--- src/rtl/square_motion.sv ---
// Playfield position producer: advances up to 16 bouncing obstacle squares one
// slot per clock after each frame tick, then moves the player from the buttons.
module square_motion #(
  parameter int          SQUARE_SIZE = 30,
  parameter int          H_RES       = 640,
  parameter int          V_RES       = 480,
  parameter int          MAIN_SPEED  = 4,
  parameter logic [15:0] LFSR_SEED   = 16'hACE1
) (
  input  logic         clk,
  input  logic         reset,
  input  logic         refresh_tick,
  input  logic         status,
  input  logic [5:0]   num_squares,
  input  logic         btn_up,
  input  logic         btn_down,
  input  logic         btn_left,
  input  logic         btn_right,
  output logic [659:0] position,
  output logic         busy,
  output logic         frame_done
);

  // state  | meaning
  // S_IDLE | waiting for a frame tick while the game is running
  // S_UPD  | advancing obstacle slot idx_q, one slot per clock
  // S_MAIN | moving the player square, then pulsing frame_done

  localparam logic [9:0] MAX_X  = 10'(H_RES - SQUARE_SIZE);
  localparam logic [9:0] MAX_Y  = 10'(V_RES - SQUARE_SIZE);
  localparam logic [9:0] MSPD   = 10'(MAIN_SPEED);
  localparam logic [9:0] PARK   = 10'd1023;
  localparam logic [9:0] INIT_X = 10'((H_RES - SQUARE_SIZE) / 2);
  localparam logic [9:0] INIT_Y = 10'((V_RES - SQUARE_SIZE) / 2);

  typedef enum logic [1:0] {S_IDLE, S_UPD, S_MAIN} state_t;

  state_t      state_q, state_d;
  logic [3:0]  idx_q, idx_d;
  logic [4:0]  act_q, act_d;
  logic        busy_q, busy_d;
  logic        done_q, done_d;
  logic [15:0] lfsr_q, lfsr_d;
  logic [9:0]  px_q, px_d, py_q, py_d;

  logic [9:0]  x_q  [16];
  logic [9:0]  x_d  [16];
  logic [9:0]  y_q  [16];
  logic [9:0]  y_d  [16];
  logic        dx_q [16];
  logic        dx_d [16];
  logic        dy_q [16];
  logic        dy_d [16];
  logic [3:0]  sp_q [16];
  logic [3:0]  sp_d [16];
  logic        fl_q [16];
  logic        fl_d [16];

  // Returns {new_dir, new_pos}; the 11-bit sum keeps pos+speed from wrapping.
  function automatic logic [10:0] step_axis(input logic [9:0] pos, input logic dir,
                                            input logic [3:0] spd, input logic [9:0] lim);
    logic [10:0] sum;
    sum = {1'b0, pos} + {7'd0, spd};
    if (dir) begin
      if (sum > {1'b0, lim}) step_axis = {1'b0, lim};
      else                   step_axis = {1'b1, sum[9:0]};
    end else begin
      if (pos < {6'd0, spd}) step_axis = {1'b1, 10'd0};
      else                   step_axis = {1'b0, pos - {6'd0, spd}};
    end
  endfunction

  logic [10:0] ax_x, ax_y;
  logic [9:0]  spawn_x;
  logic [10:0] py_sum, px_sum;

  assign lfsr_d = {lfsr_q[14:0], lfsr_q[15] ^ lfsr_q[13] ^ lfsr_q[12] ^ lfsr_q[10]};

  always_comb begin
    state_d = state_q;
    idx_d   = idx_q;
    act_d   = act_q;
    busy_d  = busy_q;
    done_d  = 1'b0;
    px_d    = px_q;
    py_d    = py_q;
    x_d     = x_q;
    y_d     = y_q;
    dx_d    = dx_q;
    dy_d    = dy_q;
    sp_d    = sp_q;
    fl_d    = fl_q;
    ax_x    = step_axis(x_q[idx_q], dx_q[idx_q], sp_q[idx_q], MAX_X);
    ax_y    = step_axis(y_q[idx_q], dy_q[idx_q], sp_q[idx_q], MAX_Y);
    spawn_x = (lfsr_q[9:0] < MAX_X) ? lfsr_q[9:0] : lfsr_q[9:0] - MAX_X;
    py_sum  = {1'b0, py_q} + {1'b0, MSPD};
    px_sum  = {1'b0, px_q} + {1'b0, MSPD};

    case (state_q)
      S_IDLE: begin
        if (refresh_tick && status) begin
          state_d = S_UPD;
          idx_d   = 4'd0;
          busy_d  = 1'b1;
          act_d   = (num_squares > 6'd16) ? 5'd16 : num_squares[4:0];
        end
      end
      S_UPD: begin
        if ({1'b0, idx_q} >= act_q) begin
          x_d[idx_q]  = PARK;
          y_d[idx_q]  = PARK;
          dx_d[idx_q] = 1'b0;
          dy_d[idx_q] = 1'b0;
          sp_d[idx_q] = 4'd0;
          fl_d[idx_q] = 1'b0;
        end else if (!fl_q[idx_q]) begin
          x_d[idx_q]  = spawn_x;
          y_d[idx_q]  = 10'd0;
          dx_d[idx_q] = lfsr_q[10];
          dy_d[idx_q] = 1'b1;
          sp_d[idx_q] = 4'd1 + {2'b00, lfsr_q[12:11]};
          fl_d[idx_q] = 1'b1;
        end else begin
          x_d[idx_q]  = ax_x[9:0];
          dx_d[idx_q] = ax_x[10];
          y_d[idx_q]  = ax_y[9:0];
          dy_d[idx_q] = ax_y[10];
        end
        if (idx_q == 4'd15) state_d = S_MAIN;
        else                idx_d   = idx_q + 4'd1;
      end
      S_MAIN: begin
        if (btn_up && !btn_down)
          py_d = (py_q < MSPD) ? 10'd0 : py_q - MSPD;
        else if (btn_down && !btn_up)
          py_d = (py_sum > {1'b0, MAX_Y}) ? MAX_Y : py_sum[9:0];
        if (btn_left && !btn_right)
          px_d = (px_q < MSPD) ? 10'd0 : px_q - MSPD;
        else if (btn_right && !btn_left)
          px_d = (px_sum > {1'b0, MAX_X}) ? MAX_X : px_sum[9:0];
        state_d = S_IDLE;
        busy_d  = 1'b0;
        done_d  = 1'b1;
      end
      default: state_d = S_IDLE;
    endcase
  end

  always_ff @(posedge clk or negedge reset) begin
    if (!reset) begin
      state_q <= S_IDLE;
      idx_q   <= 4'd0;
      act_q   <= 5'd0;
      busy_q  <= 1'b0;
      done_q  <= 1'b0;
      lfsr_q  <= LFSR_SEED;
      px_q    <= INIT_X;
      py_q    <= INIT_Y;
      for (int i = 0; i < 16; i++) begin
        x_q[i]  <= PARK;
        y_q[i]  <= PARK;
        dx_q[i] <= 1'b0;
        dy_q[i] <= 1'b0;
        sp_q[i] <= 4'd0;
        fl_q[i] <= 1'b0;
      end
    end else begin
      state_q <= state_d;
      idx_q   <= idx_d;
      act_q   <= act_d;
      busy_q  <= busy_d;
      done_q  <= done_d;
      lfsr_q  <= lfsr_d;
      px_q    <= px_d;
      py_q    <= py_d;
      x_q     <= x_d;
      y_q     <= y_d;
      dx_q    <= dx_d;
      dy_q    <= dy_d;
      sp_q    <= sp_d;
      fl_q    <= fl_d;
    end
  end

  always_comb begin
    position = '0;
    for (int i = 0; i < 16; i++) begin
      position[i*40 +: 10]    = x_q[i];
      position[i*40+10 +: 10] = y_q[i];
      position[i*40+20]       = dx_q[i];
      position[i*40+21]       = dy_q[i];
      position[i*40+22 +: 4]  = sp_q[i];
    end
    position[640 +: 10] = px_q;
    position[650 +: 10] = py_q;
  end

  assign busy       = busy_q;
  assign frame_done = done_q;

endmodule
--- config.mk ---
export PLATFORM = sky130hd
export DESIGN_NAME = square_motion
export DESIGN_NICKNAME = d
export VERILOG_FILES = /design/src/rtl/square_motion.sv
export SDC_FILE = /design/constraint.sdc
export NUM_CORES = 1
export LEC_CHECK = 0
export ABC_AREA = 1
export ABC_CLOCK_PERIOD_IN_PS = 8600
export CAP_MARGIN = 20
export CELL_PAD_IN_SITES_DETAIL_PLACEMENT = 0
export CELL_PAD_IN_SITES_GLOBAL_PLACEMENT = 2
export CORE_AREA = 8 8 333 335
export CTS_BUF_LIST = sky130_fd_sc_hd__clkbuf_4 sky130_fd_sc_hd__clkbuf_8 sky130_fd_sc_hd__clkbuf_16
export DETAILED_ROUTE_END_ITERATION = 10
export DIE_AREA = 0 0 341 343
export PLACE_DENSITY_LB_ADDON = 0.15
export SYNTH_ARGS = -nofsm -noshare
export SYNTH_HDL_FRONTEND = slang
export SYNTH_SLANG_ARGS = --single-unit
--- constraint.sdc ---
create_clock -name clk -period 8.6 [get_ports clk]
set_input_delay 1.29 -clock clk [delete_from_list [all_inputs] [get_ports clk]]
set_output_delay 1.29 -clock clk [all_outputs]
set_load 0.02 [all_outputs]
==> metrics.md <==
| Metric | Value |
|---|---|
| Tot GR Track Use | `0.2689` |
| Die Footprint | `117,000 µm²` |
| Fraction of layout cells with a size suffix above 1 | `0.1293` |
| Core area | `105,900 µm²` |
| Crit path cell chain | `buf_4 -> buf_4 -> a21oi_1 -> o21ai_0 -> a21oi_1 -> or4_1 -> ha_1 -> inv_1 -> nand2_1 -> nand2_1 -> a31oi_1 -> inv_1 -> nand2_1 -> nor2_2 -> nand3_1 -> nand2_1 -> nor2_1 -> nand2_2 -> nand3_4 -> nand2_1 -> nand2_2 -> nand3_1 -> o21ai_1` |
| Final TNS setup | `0 ns` |
| Reg2Reg Setup Slack | `2.85 ns` |
| Final Cycle Share | `0.6686` |
| Worst EP required | `9.06 ns` |
| Final Max Slew Viols | `0` |
| Min-Delay Path Depth | `0` |
| Post-synthesis mux area share | `0.001620` |
| Synth Area in Simple Gates | `0.2447` |
| Avg Cell Area, Syn | `7.088 µm²` |
| Distinct cells, synth | `65` |
| Placed wire-length estimate | `119.4 mm` |
| Commonest non-fill, non-tap cell in the layout | `nand2_1` |
| Mean routed wirelength per cell | `25.78 µm` |
| Commonest register cell after synthesis | `dfstp_2` |
| Slowest-stage cell, CP | `or4_1` |
| Reg clk slew, reported paths | `0.06 ns` |
| Number of synthesized flops with an enable pin | `0` |
| Initial antenna violation count | `2` |
| Post-synthesis adder-cell area fraction | `0.01559` |
| Root buffer selected by CTS | `clkbuf_16` |
| Synth Instances | `4,575` |
| Most frequent cells in the layout | `nand2_1 (980), nor2_1 (641), a21oi_1 (609), clkdlybuf4s50_1 (450), inv_1 (439)` |
| Worst slew pin tran | `1.189 ns` |
| Post-synthesis xor/xnor area fraction | `0.008372` |
| RD Place Congestion | `0.9054` |
| Global-route wire length before repair | `235.6 mm` |
| Post-CTS setup repair buffer count | `0` |
| H-Tree Depth | `3` |
| Row count | `120` |
| Resized cells post-CTS | `0` |
| Remaining Overflow, GRT | `0` |
| First-pass DRT Iterations | `5` |
| DIE WIDTH | `341 µm` |
| Final ANT Viol Nets | `0` |
| Main combinational cell family by area after synthesis | `simple AND/OR/NAND/NOR gates` |
| Final hold violations | `0` |
| Clock Latency Late Sink | `0.65 ns` |
| CTS tree | `built` |
| IO Pins | `676` |
| Yosys warns | `0` |
| Initial DRC count | `2,952` |
| RR Startpoint | `idx_q[0]` |
| Area delta synth->final | `21.84%` |
| Sequential-to-total area share from yosys stat | `0.3841` |
| Synth Cell Area | `32,430 µm²` |
| CTS max path bufs | `3` |
| DR vias/cell | `5.143` |
| Synth Area in Compound Gates | `0.2040` |
| Reg2reg path depth | `23` |
| Crit Path Category | `reg -> reg` |
| Worst hold path type | `reg -> reg` |
| CP arrival | `6.21 ns` |
| Total number of vias | `32,830` |
| Share of synthesized registers carrying an async set or reset | `1.000` |
| Vias in the first global route | `32,010` |
| Max Fclk | `173.9 MHz` |
| Starting Density | `0.3064` |
| # DRC | `0` |
| CP max FO | `64` |
| Final Skew | `0.03370 ns` |
| Chip Height | `343 µm` |
| Nets@finish | `4,982` |
| Reg-to-Reg End | `position[220]` |
| Max Cap Viol | `0` |
| Rel. slew slack | `0.2046` |
| Setup-failing EPs final | `0` |
| WL final | `164.6 mm` |
| Largest net degree at the start of global routing | `151` |
| CTS sink cnt | `481` |
| CTS Buf Count | `66` |
| PortBufs | `451` |
| Crit path largest cell delay | `0.67 ns` |
| Minimum clock period | `5.750 ns` |
| RSZ-0062 raised after global routing | `no` |
| Hold path start | `lfsr_q[14]` |
| Hold endpoint | `lfsr_q[15]` |
| Startpoint Class | `flip-flop` |
| CP endpoint kind | `flip-flop` |
| Outcome | `finished clean` |
| Post-CTS Hold Buffers | `0` |
| FF+latch count, synth | `481` |
| CP dominant cell by count | `nand2_1` |
## area by class of cell
cell class | instances | area, µm²
Clock buffer | 102 | 2039
Fill cell | 11300 | 66340
Tap cell | 1403 | 1755
Timing Repair Buffer | 503 | 4992
Sequential cell | 481 | 12460
Multi-Input combinational cell | 3390 | 16260
Clock inverter | 15 | 146.4
Antenna cell | 1 | 2.502
Inverter | 488 | 1849
## how the worst max path moves through the flow
stage / from / endpoint
finish: idx_q[0] / position[220]
global placement: idx_q[0] / position[220]
global route: idx_q[0] / position[220]
CTS: idx_q[0] / position[220]
detailed placement: idx_q[0] / position[220]
floorplan: idx_q[0] / position[261]
## cells by family after synthesis
kind of cell	count (synthesis)
AND/OR/NAND/NOR	1920
AO/OA/AOI/OAI	1172
buffers and inverters	927
flip-flops	481
adder cells (fa/ha/maj)	38
XOR/XNOR	31
multiplexers	5
other	1
## flip-flops by register name (all words and copies together), names as in the netlist, named ones only
signal and count:
position 416, lfsr_q 16, px_q 10, py_q 10, act_q 5, idx_q 4, state_q 2, busy 1
frame_done 1
## through the flow
step                cells  utilization  area [µm²]  worst slack [ns]  hold WS, ns
CTS                  6380       0.3731       39500             2.960       0.3561
detailed placement   6263       0.3525       37310             2.980       0.3505
finish               6383       0.3733       39510             2.850       0.3546
global placement     6260       0.3522       37280             3.039       0.3361
floorplan            4798            -       33270             3.944       0.3330
global route         6382       0.3733       39510             2.622       0.3702
## worst max-delay path, delay by kind of cell (launching register included)
kind	cells	cell delay, ns
and+or+nand+nor	13	2.14
buffers and inverters	4	1.46
AOI/OAI and AO/OA	5	1.01
DFF	1	0.53
adders and majority gates	1	0.37
## per-layer routing
| layer | GRT usage | part of all wire | vias up |
|---|---|---|---|
| met5 | 0 | 0 | - |
| met2 | 0.4416 | 0.47 | 1232 |
| met4 | 0.08755 | 0.032 | 0 |
| li1 | - | - | 15170 |
| met1 | 0.3567 | 0.43 | 16220 |
| met3 | 0.04914 | 0.069 | 214 |
## cell usage after synthesis, types with 25 or more instances
| cell type | n | area (µm²) |
|---|---|---|
| nand3_1 | 181 | 905.9 |
| o22ai_1 | 27 | 168.9 |
| o21ai_1 | 48 | 240.2 |
| nand4_1 | 25 | 156.4 |
| o211ai_1 | 29 | 217.7 |
| nor2_1 | 643 | 2414 |
| a22oi_1 | 43 | 322.8 |
| buf_4 | 256 | 1922 |
| inv_1 | 439 | 1648 |
| nand2_1 | 980 | 3679 |
| inv_2 | 39 | 146.4 |
| a31oi_1 | 33 | 206.5 |
| a311oi_1 | 38 | 332.8 |
| ha_1 | 34 | 425.4 |
| buf_2 | 46 | 230.2 |
| o21ai_0 | 244 | 1221 |
| clkbuf_1 | 114 | 427.9 |
| xor2_1 | 27 | 236.5 |
| dfrtp_1 | 145 | 3628 |
| dfstp_2 | 336 | 8828 |
| a21oi_1 | 609 | 3048 |
| o21a_1 | 52 | 390.4 |
Power is not shown: default switching activity piles up to over one toggle a cycle in this logic, so the estimate is an artifact.
